`config.mk`:
```
export PLATFORM = sky130hd
export DESIGN_NAME = button_conditioner
export DESIGN_NICKNAME = d
export VERILOG_FILES = /design/src/rtl/button_conditioner.sv
export SDC_FILE = /design/constraint.sdc
export NUM_CORES = 1
export LEC_CHECK = 0
export BUFFER_PORTS_ARGS = -buffer_cell sky130_fd_sc_hd__buf_4
export CAP_MARGIN = 20
export CORE_MARGIN = 10
export CORE_UTILIZATION = 50
export CTS_BUF_LIST = sky130_fd_sc_hd__clkbuf_4 sky130_fd_sc_hd__clkbuf_8
export DETAILED_ROUTE_END_ITERATION = 10
export PLACE_DENSITY = 0.66
export SLEW_MARGIN = 20
export SYNTH_ARGS = -nofsm -noshare
export SYNTH_HDL_FRONTEND = slang
export SYNTH_SLANG_ARGS = --single-unit
export TNS_END_PERCENT = 50
```
`constraint.sdc`:
```
create_clock -name clk -period 2.5 [get_ports clk]
set_input_delay 0.25 -clock clk [delete_from_list [all_inputs] [get_ports clk]]
set_output_delay 0.25 -clock clk [all_outputs]
set_load 0.1 [all_outputs]
```
`src/rtl/button_conditioner.sv`:
```
// button_conditioner: synchronise, debounce and press-detect the pause and direction buttons.
// Latency: a raw level change is accepted at clk edge DEBOUNCE_CYCLES+2; pulse visible one cycle.
// Backpressure: none; enable low suppresses pulses and toggles while debouncing keeps running.
module button_conditioner #(
  parameter int DEBOUNCE_CYCLES = 1000000,
  parameter int CNT_WIDTH       = 32
) (
  input  logic       clk,
  input  logic       reset,
  input  logic       enable,
  input  logic       btn_pause,
  input  logic       btn_dir,
  output logic       pause,
  output logic       up_down,
  output logic       pause_pulse,
  output logic       dir_pulse,
  output logic [1:0] btn_state
);

  // Channel 0 is pause, channel 1 is direction; both are handled identically.
  localparam int NCH = 2;
  localparam logic [CNT_WIDTH-1:0] CNT_LAST = CNT_WIDTH'(DEBOUNCE_CYCLES - 1);
  localparam logic [CNT_WIDTH-1:0] CNT_ONE  = CNT_WIDTH'(1);
  // pause resets to 0 (running), up_down resets to 1 (count up).
  localparam logic [NCH-1:0] LEVEL_RST = 2'b10;

  // Bit 1 is the debounced level, bit 0 is "a count is in progress" (cnt != 0).
  typedef enum logic [1:0] {
    IDLE_LOW    = 2'b00,
    ARMING_HIGH = 2'b01,
    IDLE_HIGH   = 2'b10,
    ARMING_LOW  = 2'b11
  } state_e;

  logic [NCH-1:0]       btn_raw;
  logic [NCH-1:0]       s1_q, s1_d;
  logic [NCH-1:0]       s2_q, s2_d;
  logic [NCH-1:0]       pulse_q, pulse_d;
  logic [NCH-1:0]       level_q, level_d;
  logic [NCH-1:0]       stable;
  logic [CNT_WIDTH-1:0] cnt_q [NCH];
  logic [CNT_WIDTH-1:0] cnt_d [NCH];
  state_e               state_q [NCH];
  state_e               state_d [NCH];

  assign btn_raw = {btn_dir, btn_pause};

  // Next-state: synchroniser shift, debounce count, channel FSM and press detection.
  always_comb begin
    s1_d    = btn_raw;
    s2_d    = s1_q;
    pulse_d = '0;
    level_d = level_q;
    stable  = '0;
    for (int i = 0; i < NCH; i++) begin
      cnt_d[i]   = '0;
      state_d[i] = state_q[i];
      stable[i]  = (state_q[i] == IDLE_HIGH) || (state_q[i] == ARMING_LOW);
      if (s2_q[i] == stable[i]) begin
        // Input agrees with the accepted level: any partial count is discarded.
        state_d[i] = stable[i] ? IDLE_HIGH : IDLE_LOW;
      end else if (cnt_q[i] != CNT_LAST) begin
        cnt_d[i]   = cnt_q[i] + CNT_ONE;
        state_d[i] = stable[i] ? ARMING_LOW : ARMING_HIGH;
      end else begin
        // Count expired: accept the new level; only a rising acceptance is a press.
        state_d[i] = stable[i] ? IDLE_LOW : IDLE_HIGH;
        if (!stable[i] && enable) begin
          pulse_d[i] = 1'b1;
          level_d[i] = ~level_q[i];
        end
      end
    end
  end

  // State register with synchronous active-low reset.
  always_ff @(posedge clk) begin
    if (!reset) begin
      s1_q    <= '0;
      s2_q    <= '0;
      pulse_q <= '0;
      level_q <= LEVEL_RST;
      for (int i = 0; i < NCH; i++) begin
        cnt_q[i]   <= '0;
        state_q[i] <= IDLE_LOW;
      end
    end else begin
      s1_q    <= s1_d;
      s2_q    <= s2_d;
      pulse_q <= pulse_d;
      level_q <= level_d;
      for (int i = 0; i < NCH; i++) begin
        cnt_q[i]   <= cnt_d[i];
        state_q[i] <= state_d[i];
      end
    end
  end

  assign pause       = level_q[0];
  assign up_down     = level_q[1];
  assign pause_pulse = pulse_q[0];
  assign dir_pulse   = pulse_q[1];
  assign btn_state   = stable;

endmodule

```
== Word level (Yosys, flattened, before mapping) ==
Memory sizes are Yosys's and may differ from the RTL's.
Cells that the tools add are included.

* Add/sub/neg operators: 2
* Equal/unequal tests: 8
* Mux-type cells: 22
* Bitwise logic cells: 11
* Reduce and logical (&&, ||, !) cells: 10

{| class="wikitable"
|+ Operator list
! cell !! count
|-
| 2-to-1 mux 32 bit || 6
|-
| adder 32 x 1 -> 32 bit, second input constant || 2
|-
| != test 32 x 20 -> 1 bit, second input constant || 2
|-
| 2-to-1 mux 2 bit || 12
|-
| == test 2 bit, second input constant || 4
|-
| inverter 1 bit || 7
|-
| AND reduction 3 bit || 2
|-
| OR reduction 3 bit || 2
|-
| 2-to-1 mux 1 bit || 4
|-
| bitwise OR 1 bit || 4
|-
| == test 1 bit || 2
|-
| logical AND 1 bit || 2
|-
| logical NOT 1 bit || 2
|-
| logical OR 1 bit || 2
|}

* Bits in registers: 8
* Memory bits (writable): 68
* Input bits: 5
* Output and inout port bits: 6
* Word-level logic and storage cells: 61
* Memories: 2

{| class="wikitable"
|+ Memories
! name !! words !! width !! read ports !! clocked after Yosys merged registers in !! write ports !! RTL line !! RTL
|-
| cnt_q || 2 || 32 || 2 || 0 || 2 || 41 || <nowiki>logic [CNT_WIDTH-1:0] cnt_q [NCH];</nowiki>
|-
| state_q || 2 || 2 || 2 || 0 || 2 || 43 || <nowiki>state_e state_q [NCH];</nowiki>
|}

== Depth between registers and ports, before layout ==
Gate-level depths: netlist of run 1.

* Word-level depth: 6
* Mapped depth: 8

== Least setup slack after synthesis of run 1 ==
Ideal clock, no wire load.

* Path kind: reg2reg
* From: mem cnt_q[0][2]
* To: mem cnt_q[0][28]
* Library setup time: 0.071 ns
* Arrival: 1.826 ns
* Required time: 2.429 ns
* Path slack: 0.603 ns
* Cell stages (with the launch flop): 7
* Buffers on the path: 1
* Period minus slack after synthesis: 1.897 ns
* Cell sequence: dfxtp_1 > and4_1 > buf_4 > nand3_4 > or4_4 > or3_1 > a21oi_1

{| class="wikitable"
|+ RTL lines
! item !! RTL line
|-
| from (decl) || 41
|}

==> flow_summary.yaml, run 1 <==
outcome:
  status: "finished clean"
routing:
  viasPerCell: 5.57
  first_pass_iters: 5
  ant_nets: 0
  drt-total-wl_um: 7040
  drt_first_iter_violations: 128
  vias: 2783
  post_drt_wl_per_cell_um: 14.1
  drc: 0
logic_synthesis:
  syn_avg_cell_area_um2: 8.36
  yosys_warnings: 0
  synthSimpleGateAreaFrac: 0.347
  synth_top_area_share: 0.434
  synth_top_family_by_area: "simple AND/OR/NAND/NOR gates"
  yosysSeqAreaShare: 0.434
  ys_top_cells_by_area: "dfxtp_1 43%, xnor2_1 9.2%, nor2_1 7.9%, nor4_1 5.1%, xor2_1 4.6%"
  synth_mux_area_frac: 0.0121
  synth-compound-area-share: 0.0257
  synth_xor_area_frac: 0.139
  synth_nets: 415
  synthCells: 408
  synth_area_leader_cell: "dfxtp_1"
  synth_adder_area_share: 0.00734
  yosysUniqueCellTypes: 39
  synth_area_mm2: 0.00341
  yosys_register_bits: 74
floorplan:
  dieArea_mm2: 0.0105
  floorplan.rows: 30
  start_util: 0.507
  die_h_um: 103
  core_area_mm2: 0.00672
  io_pins: 11
  dieWidth_um: 103
sta:
  fin_crit_sh: 0.836
  layout_setup_ws_ns: 0.411
  rsz0062_at_grt: "false"
  finalSetupViolations: 0
  finalSetupTns_ns: 0
  finalClockSkew_ns: 0.00853
  worst_pin_slew_ns: 0.587
  slew_viol_final: 0
  final-hold-violation-count: 0
  fin_crit_ns: 2.09
  fmax_mhz: 479
  slew_headroom: 0.605
cts:
  clk_pin_slew_worst_paths_ns: 0.08
  post-cts-setup-buffers: 0
  cts_buffers: 9
  post_cts_resized: 0
  cts.sinks: 74
  cts-root-buf: "clkbuf_8"
  htree_num_levels: 3
  cts_hold_buf: 0
  insertion_delay_ns: 0.34
  cts_buffer_depth: 2
  cts_tree: "yes"
power:
  p_sw_uw: 449
  pwr-share-comb: 0.011
  p_seq_frac: 0.530
  p_leak_nw: 1.12
  max-vdd-ir-drop_v: 0.000301
  p_per_area_mw_per_mm2: 594
  p_clk_frac: 0.460
  intPower_mw: 1.79
  p_sw_frac: 0.201
global_route:
  grt_pass1_wl_um: 12500
  grt_pass1_vias: 2636
  grt_max_degree: 28
  grt_use_total: 0.145
  overflow: 0
  antenna_found_initial: 0
worst_setup_path:
  cp_max_fo: 6
  cp.required_ns: 2.77
  crit_chain: "and4_1 -> nand3_4 -> or4_4 -> or3_1 -> a21oi_1"
  cp_top_family: "simple AND/OR/NAND/NOR gates"
  crit_path_start: "cnt_q[0][2]$_SDFF_PP0_"
  start_kind: "flip-flop"
  cp.buffers_inverters: 0
  cpPeakStageDelay_ns: 0.59
  worstPathArrival_ns: 2.36
  worstSetupPathType: "flip-flop to flip-flop"
  cpMaxStageDelayCell: "or4_4"
  endpoint_kind: "flip-flop"
  r2r-start: "cnt_q[0][2]$_SDFF_PP0_"
placed_design:
  io_buffers: 10
  gp_congestion: 0.870
  hpwl_um: 4950
  place_ws_ns: 0.449
cells_and_area:
  antenna_cells: 0
  area_delta_synth_final_pct: 10.4
  nFillCells: 615
  layout-drive-gt1-share: 0.0881
  finalNetCount: 422
run:
  cap_violations: 0
worst_hold_path:
  min-delay-start: "btn_dir"
  hold_class: "input pin to flip-flop"
## state kept, by name, indices dropped and copies added, names as in the netlist
| name | count |
|---|---|
| pulse_q | 2 |
| cnt_q | 64 |
| state_q | 2 |
| s2_q | 2 |
| s1_q | 2 |
| level_q | 2 |
## cell type report
type                       instances  area (um2)  share of cell area
inverter                          10        37.5             0.00997
clock inverter                     5        77.6              0.0206
multi-input combinational        305        1810               0.481
clock buffer                      11         145              0.0386
sequential                        74        1480               0.394
timing repair buffer              15         113              0.0299
tap                               80         100              0.0266
## Yosys cell counts
cell type / number
dfxtp_1: 74
nor2_1: 72
nand2_1: 39
xnor2_1: 36
nor4_1: 28
nand4_1: 20
nand3_1: 18
xor2_1: 18
clkbuf_1: 12
nor3_1: 12
inv_1: 10
and4_1: 8
and2_1: 7
a21oi_1: 6
or3_1: 6
a31oi_1: 4
and3_1: 4
buf_2: 4
nor4b_1: 4
mux2i_1: 3
ha_1: 2
nand2b_1: 2
o21ai_0: 2
or2_2: 2
a21o_1: 1
a311oi_1: 1
and2_0: 1
and4b_1: 1
buf_1: 1
buf_4: 1
clkbuf_2: 1
mux2_2: 1
nand3_2: 1
nand3_4: 1
nand3b_1: 1
nand4b_1: 1
o22ai_1: 1
or4_1: 1
or4_4: 1
## power groups by stage
stage	clock [mW]	combinational, mW	sequential [mW]
after floorplan	0	0.0152	1.21
after global placement	0	0.0242	1.21
after detailed placement	0	0.0246	1.21
after CTS	1.05	0.0246	1.18
after global routing	1.11	0.0276	1.18
final	1.03	0.0244	1.18
## routing by layer
metal	share of wire	GRT usage	wire length, um
met5	0	0	0
met4	0.011	0.0531	79
met3	0.036	0.0322	252
met2	0.45	0.220	3150
met1	0.50	0.197	3560
## stage by stage
stage	instance area, um2	hold WS, ns	cells	utilization	power (mW)
after floorplan	3410	0.377	408	-	1.23
after global placement	3540	0.421	484	0.527	1.24
after detailed placement	3540	0.425	484	0.527	1.24
after CTS	3760	0.111	500	0.560	2.26
after global routing	3760	0.114	500	0.560	2.32
final	3760	0.120	500	0.560	2.24
## final timing paths
path / to / slack [ns] / depth (start not counted)
max: cnt_q[0][28]$_SDFF_PP0_ / 0.41 / 5
min: s1_q[1]$_SDFF_PN0_ / 0.12 / 2
max reg2reg: cnt_q[0][28]$_SDFF_PP0_ / 0.41 / 5
min reg2reg: s2_q[1]$_SDFF_PN0_ / 0.44 / 1
## cells in the final DEF, fill, tap and decap left out, drive strengths merged, types with 10 or more instances in the layout
master	count
xnor2	36
nand2	39
nor2	72
nand4	20
nor4	28
xor2	18
inv	10
nand3	20
buf	15
nor3	12
clkbuf	11
dfxtp	74
## logic make-up after synthesis
kind of cell             Yosys count
AO/OA/AOI/OAI                     15
XOR/XNOR                          54
adder cells (fa/ha/maj)            2
buffers and inverters             29
flip-flops                        74
multiplexers                       4
AND/OR/NAND/NOR                  230
Power figures use the tool's default switching activity.
==> inputs of run 2 (changes only) <==
PLACE_DENSITY = 0.69   (was 0.66)
clock period = 1.7 ns   (was 2.5 ns; I/O delays follow)
==> flow_summary.yaml, run 2 (synthesis results as in run 1) <==
worst_setup_path:
  endpoint_kind: "flip-flop"
  cp.required_ns: 1.94
  regToRegSetupSlack_ns: -0.15
  r2r-start: "cnt_q[0][61]$_SDFF_PP0_"
  cp_top_family: "simple AND/OR/NAND/NOR gates"
  crit_chain: "nor4b_1 -> nand4_1 -> nor4_4 -> or2_4 -> clkbuf_16 -> nor2_2"
  crit_path_start: "cnt_q[0][61]$_SDFF_PP0_"
  cp_max_fo: 6
  worstSetupPathType: "flip-flop to flip-flop"
  worstPathArrival_ns: 2.08
  cp.buffers_inverters: 1
  cpMaxStageDelayCell: "nor4b_1"
  cpPeakStageDelay_ns: 0.41
  start_kind: "flip-flop"
cells_and_area:
  top_register: "cnt_q"
  mostFrequentLayoutCells: "80 x buf_4, 58 x dfxtp_1, 53 x nor2_1"
  post-route-util: 0.720
  layout-drive-gt1-share: 0.362
  largest_reg_flops: 64
  antenna_cells: 0
  layout_commonest_cell: "buf_4"
  area_delta_synth_final_pct: 41.9
  stdcell_area_mm2: 0.00484
  finalNetCount: 494
cts:
  clk_pin_slew_worst_paths_ns: 0.08
  cts.sinks: 74
  insertion_delay_ns: 0.35
  cts_buffer_depth: 2
  cts-root-buf: "clkbuf_8"
  cts_tree: "yes"
  cts_hold_buf: 0
  cts_buffers: 9
  htree_num_levels: 3
sta:
  worst_pin_slew_ns: 0.387
  slew_headroom: 0.738
  finalClockSkew_ns: 0.0104
  fin_crit_sh: 1.09
  finalSetupViolations: 44
  layout_setup_ws_ns: -0.147
  final-hold-violation-count: 0
  fmax_mhz: 542
  fin_crit_ns: 1.85
  slew_viol_final: 0
  rsz0062_at_grt: "true"
global_route:
  grt_pass1_wl_um: 14000
  antenna_found_initial: 0
  grt_use_total: 0.164
  grt_pass1_vias: 3066
  grt_max_degree: 28
  overflow: 0
floorplan:
  start_util: 0.507
  core_area_mm2: 0.00672
  die_h_um: 103
  io_pins: 11
  dieWidth_um: 103
  dieArea_mm2: 0.0105
  floorplan.rows: 30
outcome:
  status: "finished, violations left"
  violations: "negative setup slack"
routing:
  drc: 0
  post_drt_wl_per_cell_um: 15.9
  vias: 3234
  drt_first_iter_violations: 226
  viasPerCell: 5.65
  first_pass_iters: 4
  drt-total-wl_um: 9080
  ant_nets: 0
power:
  max-vdd-ir-drop_v: 0.000636
  p_per_area_mw_per_mm2: 750
  power.total_mw: 3.63
  p_leak_nw: 1.62
worst_hold_path:
  min-delay-start: "btn_pause"
  hold_class: "input pin to flip-flop"
placed_design:
  hpwl_um: 5650
  gp_congestion: 0.860
  placed_cell_area_mm2: 0.00409
  io_buffers: 10
  place_ws_ns: -0.0921
run:
  cap_violations: 0
run 2: changes by cell type in the layout (fill, tap and decap cells not counted), moves of 12 or more:
cell / change
buf_4: +65
dfxtp_1: -16
dfxtp_2: +15
nor2_1: -19
nor2_4: +15
nor4_1: -16
nor4_2: +12
run 2: repair_timing:
item                                   in CTS  in global routing
endpoints found under the hold margin       0                  0
resized for setup                          10                 74
buffers inserted                            0                  5
pin swaps                                   0                 31
setup endpoints to repair                  56                 61
gates cloned                                0                  4
run 2: worst reg2reg max path, cell delays in order, from the launching register on:
cell and delay, ns:
dfxtp_1 0.32, nor4b_1 0.41, nand4_1 0.24, nor4_4 0.27
or2_4 0.28, clkbuf_16 0.19, nor2_2 0.03
run 2: area by class of cell:
| cell class | count | area (um2) |
|---|---|---|
| clock inverters | 6 | 138 |
| fillers | 441 | 1880 |
| multi-input cells | 305 | 2170 |
| repair buffers | 87 | 761 |
| clock buffers | 10 | 131 |
| well taps | 80 | 100 |
| flip-flops and latches | 74 | 1500 |
| inverters | 10 | 37.5 |
run 2: stage by stage:
step | instances | setup TNS [ns] | hold WS (ns)
CTS | 563 | -0.149 | 0.0140
finish | 572 | -3.60 | 0.0187
global placement | 547 | -0.661 | 0.379
floorplan | 408 | -0.756 | 0.297
detailed placement | 547 | -3.02 | 0.382
global route | 572 | -7.14 | 0.0156
run 2: path summary, 6_finish.rpt:
check / to / depth (start not counted)
worst max-delay path: cnt_q[0][59]$_SDFF_PP0_ / 6
worst min-delay path: s1_q[0]$_SDFF_PN0_ / 2
worst max register to register: cnt_q[0][59]$_SDFF_PP0_ / 6
worst min register to register: s2_q[1]$_SDFF_PN0_ / 1
run 2: layer usage:
metal  global-route usage  up-vias  wire [um]
met5                    0        -          0
met4               0.0705        0        139
met3               0.0255       13        487
met2                0.258       88       4470
met1                0.217     1562       3980
li1                     -     1571          -
run 2: power by group:
group / internal [mW] / leakage, nW / switching (mW)
clock: 1.15 / 0.134 / 0.675
combinational: 0.0318 / 0.885 / 0.0357
sequential: 1.74 / 0.605 / 0.00409
total: 2.91 / 1.62 / 0.715
